$ cat src/rtl/joy2quad_multi.sv
// Multi-channel joystick to quadrature steering encoder.
// Each channel turns left/right requests into Gray-coded A/B phases, with optional step-rate acceleration.
//
// state | meaning
// IDLE  | no direction, or both directions, requested; timer parked at BASE_DIV-1
// RIGHT | stepping forward: {A,B} 00->01->11->10, pos increments
// LEFT  | stepping backward: {A,B} 00->10->11->01, pos decrements
module joy2quad_multi #(
    parameter int CHANNELS    = 2,
    parameter int DIV_W       = 16,
    parameter int BASE_DIV    = 22500,
    parameter int MIN_DIV     = 5625,
    parameter int ACCEL_STEP  = 1125,
    parameter int ACCEL_TICKS = 8
) (
    input  logic                    CLK,
    input  logic                    Reset_n,
    input  logic                    enable,
    input  logic                    mode,
    input  logic [CHANNELS-1:0]     left,
    input  logic [CHANNELS-1:0]     right,
    output logic [2*CHANNELS-1:0]   steer,
    output logic [8*CHANNELS-1:0]   pos
);

    typedef enum logic [1:0] {
        IDLE  = 2'd0,
        RIGHT = 2'd1,
        LEFT  = 2'd2
    } dir_t;

    localparam int SC_W = $clog2(ACCEL_TICKS + 1);
    localparam logic [DIV_W-1:0] BASE_P   = DIV_W'(BASE_DIV);
    localparam logic [DIV_W-1:0] BASE_CNT = DIV_W'(BASE_DIV - 1);
    localparam logic [DIV_W-1:0] MIN_P    = DIV_W'(MIN_DIV);
    localparam logic [DIV_W-1:0] STEP_P   = DIV_W'(ACCEL_STEP);
    // One bit wider so MIN_DIV + ACCEL_STEP cannot wrap.
    localparam logic [DIV_W:0]   SAT_THR  = (DIV_W+1)'(MIN_DIV) + (DIV_W+1)'(ACCEL_STEP);
    localparam logic [SC_W-1:0]  TICKS    = SC_W'(ACCEL_TICKS);

    for (genvar g = 0; g < CHANNELS; g++) begin : g_ch
        dir_t             dir_q;
        dir_t             dir_d;
        logic [DIV_W-1:0] cnt_q;
        logic [DIV_W-1:0] period_q;
        logic [DIV_W-1:0] new_period;
        logic [SC_W-1:0]  sc_q;
        logic [SC_W-1:0]  sc_inc;
        logic             accel_evt;
        logic [1:0]       steer_q;
        logic [7:0]       pos_q;

        always_comb begin
            dir_d = IDLE;
            if (right[g] && !left[g]) begin
                dir_d = RIGHT;
            end else if (left[g] && !right[g]) begin
                dir_d = LEFT;
            end
            sc_inc     = sc_q + 1'b1;
            accel_evt  = mode && (sc_inc == TICKS);
            new_period = BASE_P;
            if (mode) begin
                new_period = period_q;
                if (accel_evt) begin
                    new_period = ({1'b0, period_q} >= SAT_THR) ? (period_q - STEP_P) : MIN_P;
                end
            end
        end

        always_ff @(posedge CLK or negedge Reset_n) begin
            if (!Reset_n) begin
                dir_q    <= IDLE;
                cnt_q    <= BASE_CNT;
                period_q <= BASE_P;
                sc_q     <= '0;
                steer_q  <= 2'b00;
                pos_q    <= 8'd0;
            end else if (enable) begin
                dir_q <= dir_d;
                if (dir_d == IDLE || dir_d != dir_q) begin
                    cnt_q    <= BASE_CNT;
                    period_q <= BASE_P;
                    sc_q     <= '0;
                end else if (cnt_q != '0) begin
                    cnt_q <= cnt_q - 1'b1;
                end else begin
                    cnt_q    <= new_period - 1'b1;
                    period_q <= new_period;
                    if (mode) begin
                        sc_q <= accel_evt ? '0 : sc_inc;
                    end
                    // Gray stepping: forward is {B,~A}, reverse is {~B,A}.
                    if (dir_q == RIGHT) begin
                        steer_q <= {steer_q[0], ~steer_q[1]};
                        pos_q   <= pos_q + 8'd1;
                    end else begin
                        steer_q <= {~steer_q[0], steer_q[1]};
                        pos_q   <= pos_q - 8'd1;
                    end
                end
            end
        end

        assign steer[2*g +: 2] = steer_q;
        assign pos[8*g +: 8]   = pos_q;
    end

endmodule
$ cat config.mk
export PLATFORM = sky130hd
export DESIGN_NAME = joy2quad_multi
export DESIGN_NICKNAME = d
export VERILOG_FILES = /design/src/rtl/joy2quad_multi.sv
export SDC_FILE = /design/constraint.sdc
export NUM_CORES = 1
export LEC_CHECK = 0
export BUFFER_PORTS_ARGS = -buffer_cell sky130_fd_sc_hd__buf_2
export CORE_ASPECT_RATIO = 0.9
export CORE_MARGIN = 3
export CORE_UTILIZATION = 55
export CTS_BUF_LIST = sky130_fd_sc_hd__clkbuf_8 sky130_fd_sc_hd__clkbuf_16
export DETAILED_ROUTE_END_ITERATION = 10
export GPL_TIMING_DRIVEN = 1
export PLACE_DENSITY_LB_ADDON = 0.2
export SLEW_MARGIN = 15
export SYNTH_ARGS = -nofsm -noshare
export SYNTH_HDL_FRONTEND = slang
export SYNTH_SLANG_ARGS = --single-unit
$ cat constraint.sdc
create_clock -name CLK -period 8.2 [get_ports CLK]
set_input_delay 1.64 -clock CLK [delete_from_list [all_inputs] [get_ports CLK]]
set_output_delay 1.64 -clock CLK [all_outputs]
set_load 0.02 [all_outputs]
==> out/results.tsv <==
stage	metric	value	unit
finish	# fillers	1031	
routing	post-route ant nets	0	
sta	# setup viols final	0	
finish	final core area utilization	61.8	%
power	internal power	0.000748	W
floorplan	site row count	37	
grt	first-pass GRT wire length	29500	um
sta	Final TNS setup	0	ns
sta	clock skew	0.00754	ns
synthesis	Yosys reg bits	96	
setup_path	Worst R2R End	g_ch[0].period_q[13]	
power	Reg power frac	48.6	%
sta	RSZ-0062 raised after global routing	no	
setup_path	most used cell, CP	nand2_1	
finish	fin nets	796	
routing	Vias/cell	6.46	
routing	Residual DRC	0	
synthesis	YS warnings	0	
sta	final hold violations	0	
floorplan	IO Pins	28	
cts	clock buffer depth	2	
routing	Routed WL	17600	um
setup_path	critical path cell sequence	buf_2, inv_1, ha_1, xor2_1, or3_1, nor2_1, nand2_1, nor3_1, nand2_1, o41ai_1	
sta	fin crit share	60.2	%
synthesis	Most used DFF post-synth	dfrtp_1	
finish	Register Area	0.00245	mm^2
routing	WL/cell	19.1	um
min_path	worst hold stages	1	
finish	share of layout cells above drive strength 1	16.8	%
setup_path	CP Data Arrival Time	5.18	ns
floorplan	Die Y	112	um
floorplan	Initial Utilization	58.0	%
cts	post-cts sizing count	0	
sta	actual slew at the worst max-slew pin	1.04	ns
sta	Slew headroom	30.4	%
cts	post-CTS setup buffer count	0	
setup_path	Crit. End Element	register	
sta	Fmax	202	MHz
routing	drt first pass iters	5	
cts	H-tree Lvls	3	
power	P per Cell Area	140	mW/mm^2
finish	area used by multi-input combinational logic	0.00405	mm^2
cts	Hold-fix buffers, CTS	0	
sta	worst hold slack	0.487	ns
cts	Worst-Skew Late Latency	0.36	ns
synthesis	Post-synth EDFFs	0	
routing	initial DRC count	531	
min_path	Hold Path Sink	g_ch[1].pos_q[7]	
synthesis	Syn Inst Count	757	
synthesis	FFs w/ async S/R, synth	100	%
power	worst vdd ir	0.174	mV
setup_path	CP startpoint kind	input port	
setup_path	CP Class	in -> reg	
synthesis	Synthesized Nets	791	
power	Sw Pwr	0.000267	W
min_path	Hold WC Path Type	reg -> reg	
setup_path	Reg2Reg Depth	7	
floorplan	die width	123	um
synthesis	Seq/Total Area, Yosys	35.9	%
synthesis	Distinct cells, synth	93	
setup_path	CP max FO	21	
floorplan	DIE AREA	0.0138	mm^2
sta	post-layout min period	4.94	ns
setup_path	worst reg2reg path startpoint	g_ch[0].dir_q[1]	
placed_design	Detailed Place HPWL	12600	um
cts	Clk pin slew, worst setup/hold paths	0.07	ns
setup_path	CP max-delay cell	nor3_1	
grt	Total GRT Usage	26.6	%
placed_design	Final GP Congestion	0.993	
floorplan	core area	0.0118	mm^2
grt	initial antenna violation count	0	
sta	Final Max Slew Viols	0	
synthesis	Avg Cell Area, Syn	9.01	um^2
grt	gr ovfl total	0	
synthesis	area leader, netlist	dfrtp_1	
min_path	min-delay src	g_ch[1].pos_q[7]	
grt	vias in the first global route	5828	
synthesis	synth top area cells	dfrtp_1 21%, dfstp_2 15%, xnor2_1 4.6%, ha_1 4.4%, a21oi_1 4.2%	
cts	TritonCTS buffer count	9	
job	max_cap viols	0	
cts	CTS sink count	96	
setup_path	CP max stage delay	0.81	ns
placed_design	number of port buffers	27	
cts	CTS tree	built	
cts	Root Driver	clkbuf_16	
routing	Vias	5958	
setup_path	flop-to-flop setup slack	4.49	ns
finish	Area Growth Syn to Fin	6.59	%
synthesis	synthesized cell area	0.00682	mm^2
grt	largest net degree at the start of global routing	54	
power	Combinational Power Share	9.1	%
power	clock share of power	42.3	%
finish	diode count	0	
power	leak pwr	2.96	nW
status	status	completed	
synthesis	top cell type's share of synthesized area	21.3	%
power	Sw Ratio	26.3	%
setup_path	Worst Path Required	8.44	ns
==> flip-flops by register name (all words and copies together), names as in the netlist <==
name,count
g_ch.cnt_q,32
g_ch.period_q,32
g_ch.pos_q,16
g_ch.sc_q,8
g_ch.dir_q,4
g_ch.steer_q,4
==> Yosys cell counts, types with 10 or more instances <==
master,count
nor3_1,24
nand2_1,69
a31oi_1,10
nor4_1,10
nand3_1,11
a21oi_1,57
inv_1,30
xor2_1,26
dfrtp_1,58
nand4_1,10
nor2_1,69
or3_1,14
xnor2_1,36
dfstp_2,38
ha_1,24
clkbuf_1,21
o21ai_0,48
==> metrics by stage <==
| stage | instances | total power [W] | area, um^2 | worst slack [ns] |
|---|---|---|---|---|
| after global placement | 907 | 0.000590 | 6970 | 3.16 |
| final | 923 | 0.00101 | 7270 | 3.26 |
| after global routing | 923 | 0.00106 | 7270 | 2.99 |
| after CTS | 923 | 0.00102 | 7270 | 3.36 |
| after floorplan | 757 | 0.000559 | 6820 | 4.27 |
| after detailed placement | 907 | 0.000593 | 6970 | 2.98 |
==> layout make-up <==
type	instances	share of cell area (%)
inverter	30	1.55
timing repair buffer	31	2.31
sequential	96	33.7
multi-input combinational	594	55.7
clock buffer	9	3.10
clock inverter	7	0.998
tap	156	2.69
==> worst max-delay path, delay by kind of cell <==
| kind | cells | cell delay, ns |
|---|---|---|
| fa+ha+maj | 1 | 0.19 |
| xor+xnor | 1 | 0.17 |
| simple gates | 5 | 2.77 |
| buf+inv | 2 | 0.13 |
| compound gates | 1 | 0.29 |
==> layout by cell type (no fill, tap or decap), types with 5 or more instances in the layout <==
cell        n
nor3_1     24
or3_1      14
o22a_1      9
o2111ai_1   5
a22o_1      7
and2_1      6
o2bb2ai_1   5
nor2b_1     5
o21ai_0    48
a31oi_1    10
mux2_2      6
nand2b_1    6
o31ai_1     6
clkbuf_16   9
xnor2_1    36
nor2_1     69
xor2_1     26
nand4_1    10
nand3_1    11
buf_4       5
and3_1      5
o22ai_1     8
a21o_1      8
dfstp_2    38
o21ai_1     6
a21oi_1    56
inv_1      30
nor4_1     10
dfrtp_1    58
a41oi_1     5
o21bai_1    6
buf_2      26
nand2_1    69
ha_1       24
==> power groups by stage <==
stage / combinational, W / clock [W] / sequential [W]
final: 0.0000922 / 0.000430 / 0.000493
after CTS: 0.0000916 / 0.000439 / 0.000493
after floorplan: 0.0000617 / 0 / 0.000497
after detailed placement: 0.0000915 / 0 / 0.000501
after global routing: 0.000103 / 0.000459 / 0.000495
after global placement: 0.0000889 / 0 / 0.000501
==> worst max path at each step <==
stage | from | endpoint | depth (start not counted)
floorplan | mode | g_ch[1].cnt_q[15] | 9
global placement | right[0] | g_ch[0].period_q[7] | 11
detailed placement | right[0] | g_ch[0].period_q[13] | 10
CTS | right[0] | g_ch[0].period_q[13] | 10
global route | enable | g_ch[0].period_q[7] | 9
finish | right[0] | g_ch[0].period_q[13] | 10
==> metal layers <==
layer | routed length [um] | GRT usage, %
met2 | 7740 | 37.9
met1 | 8350 | 40.6
met4 | 150 | 5.39
met3 | 1390 | 7.11
met5 | 0 | 0
==> cell families after synthesis <==
logic type                 share of synthesized area [%]
xor gates and xnor gates                            7.96
buffers and inverters                               4.81
AOI/OAI and AO/OA                                   25.9
muxes                                               1.28
and+or+nand+nor                                     19.1
adders and majority gates                           4.99
DFF                                                 35.9
Note: power is estimated with default switching activity, not from simulation.
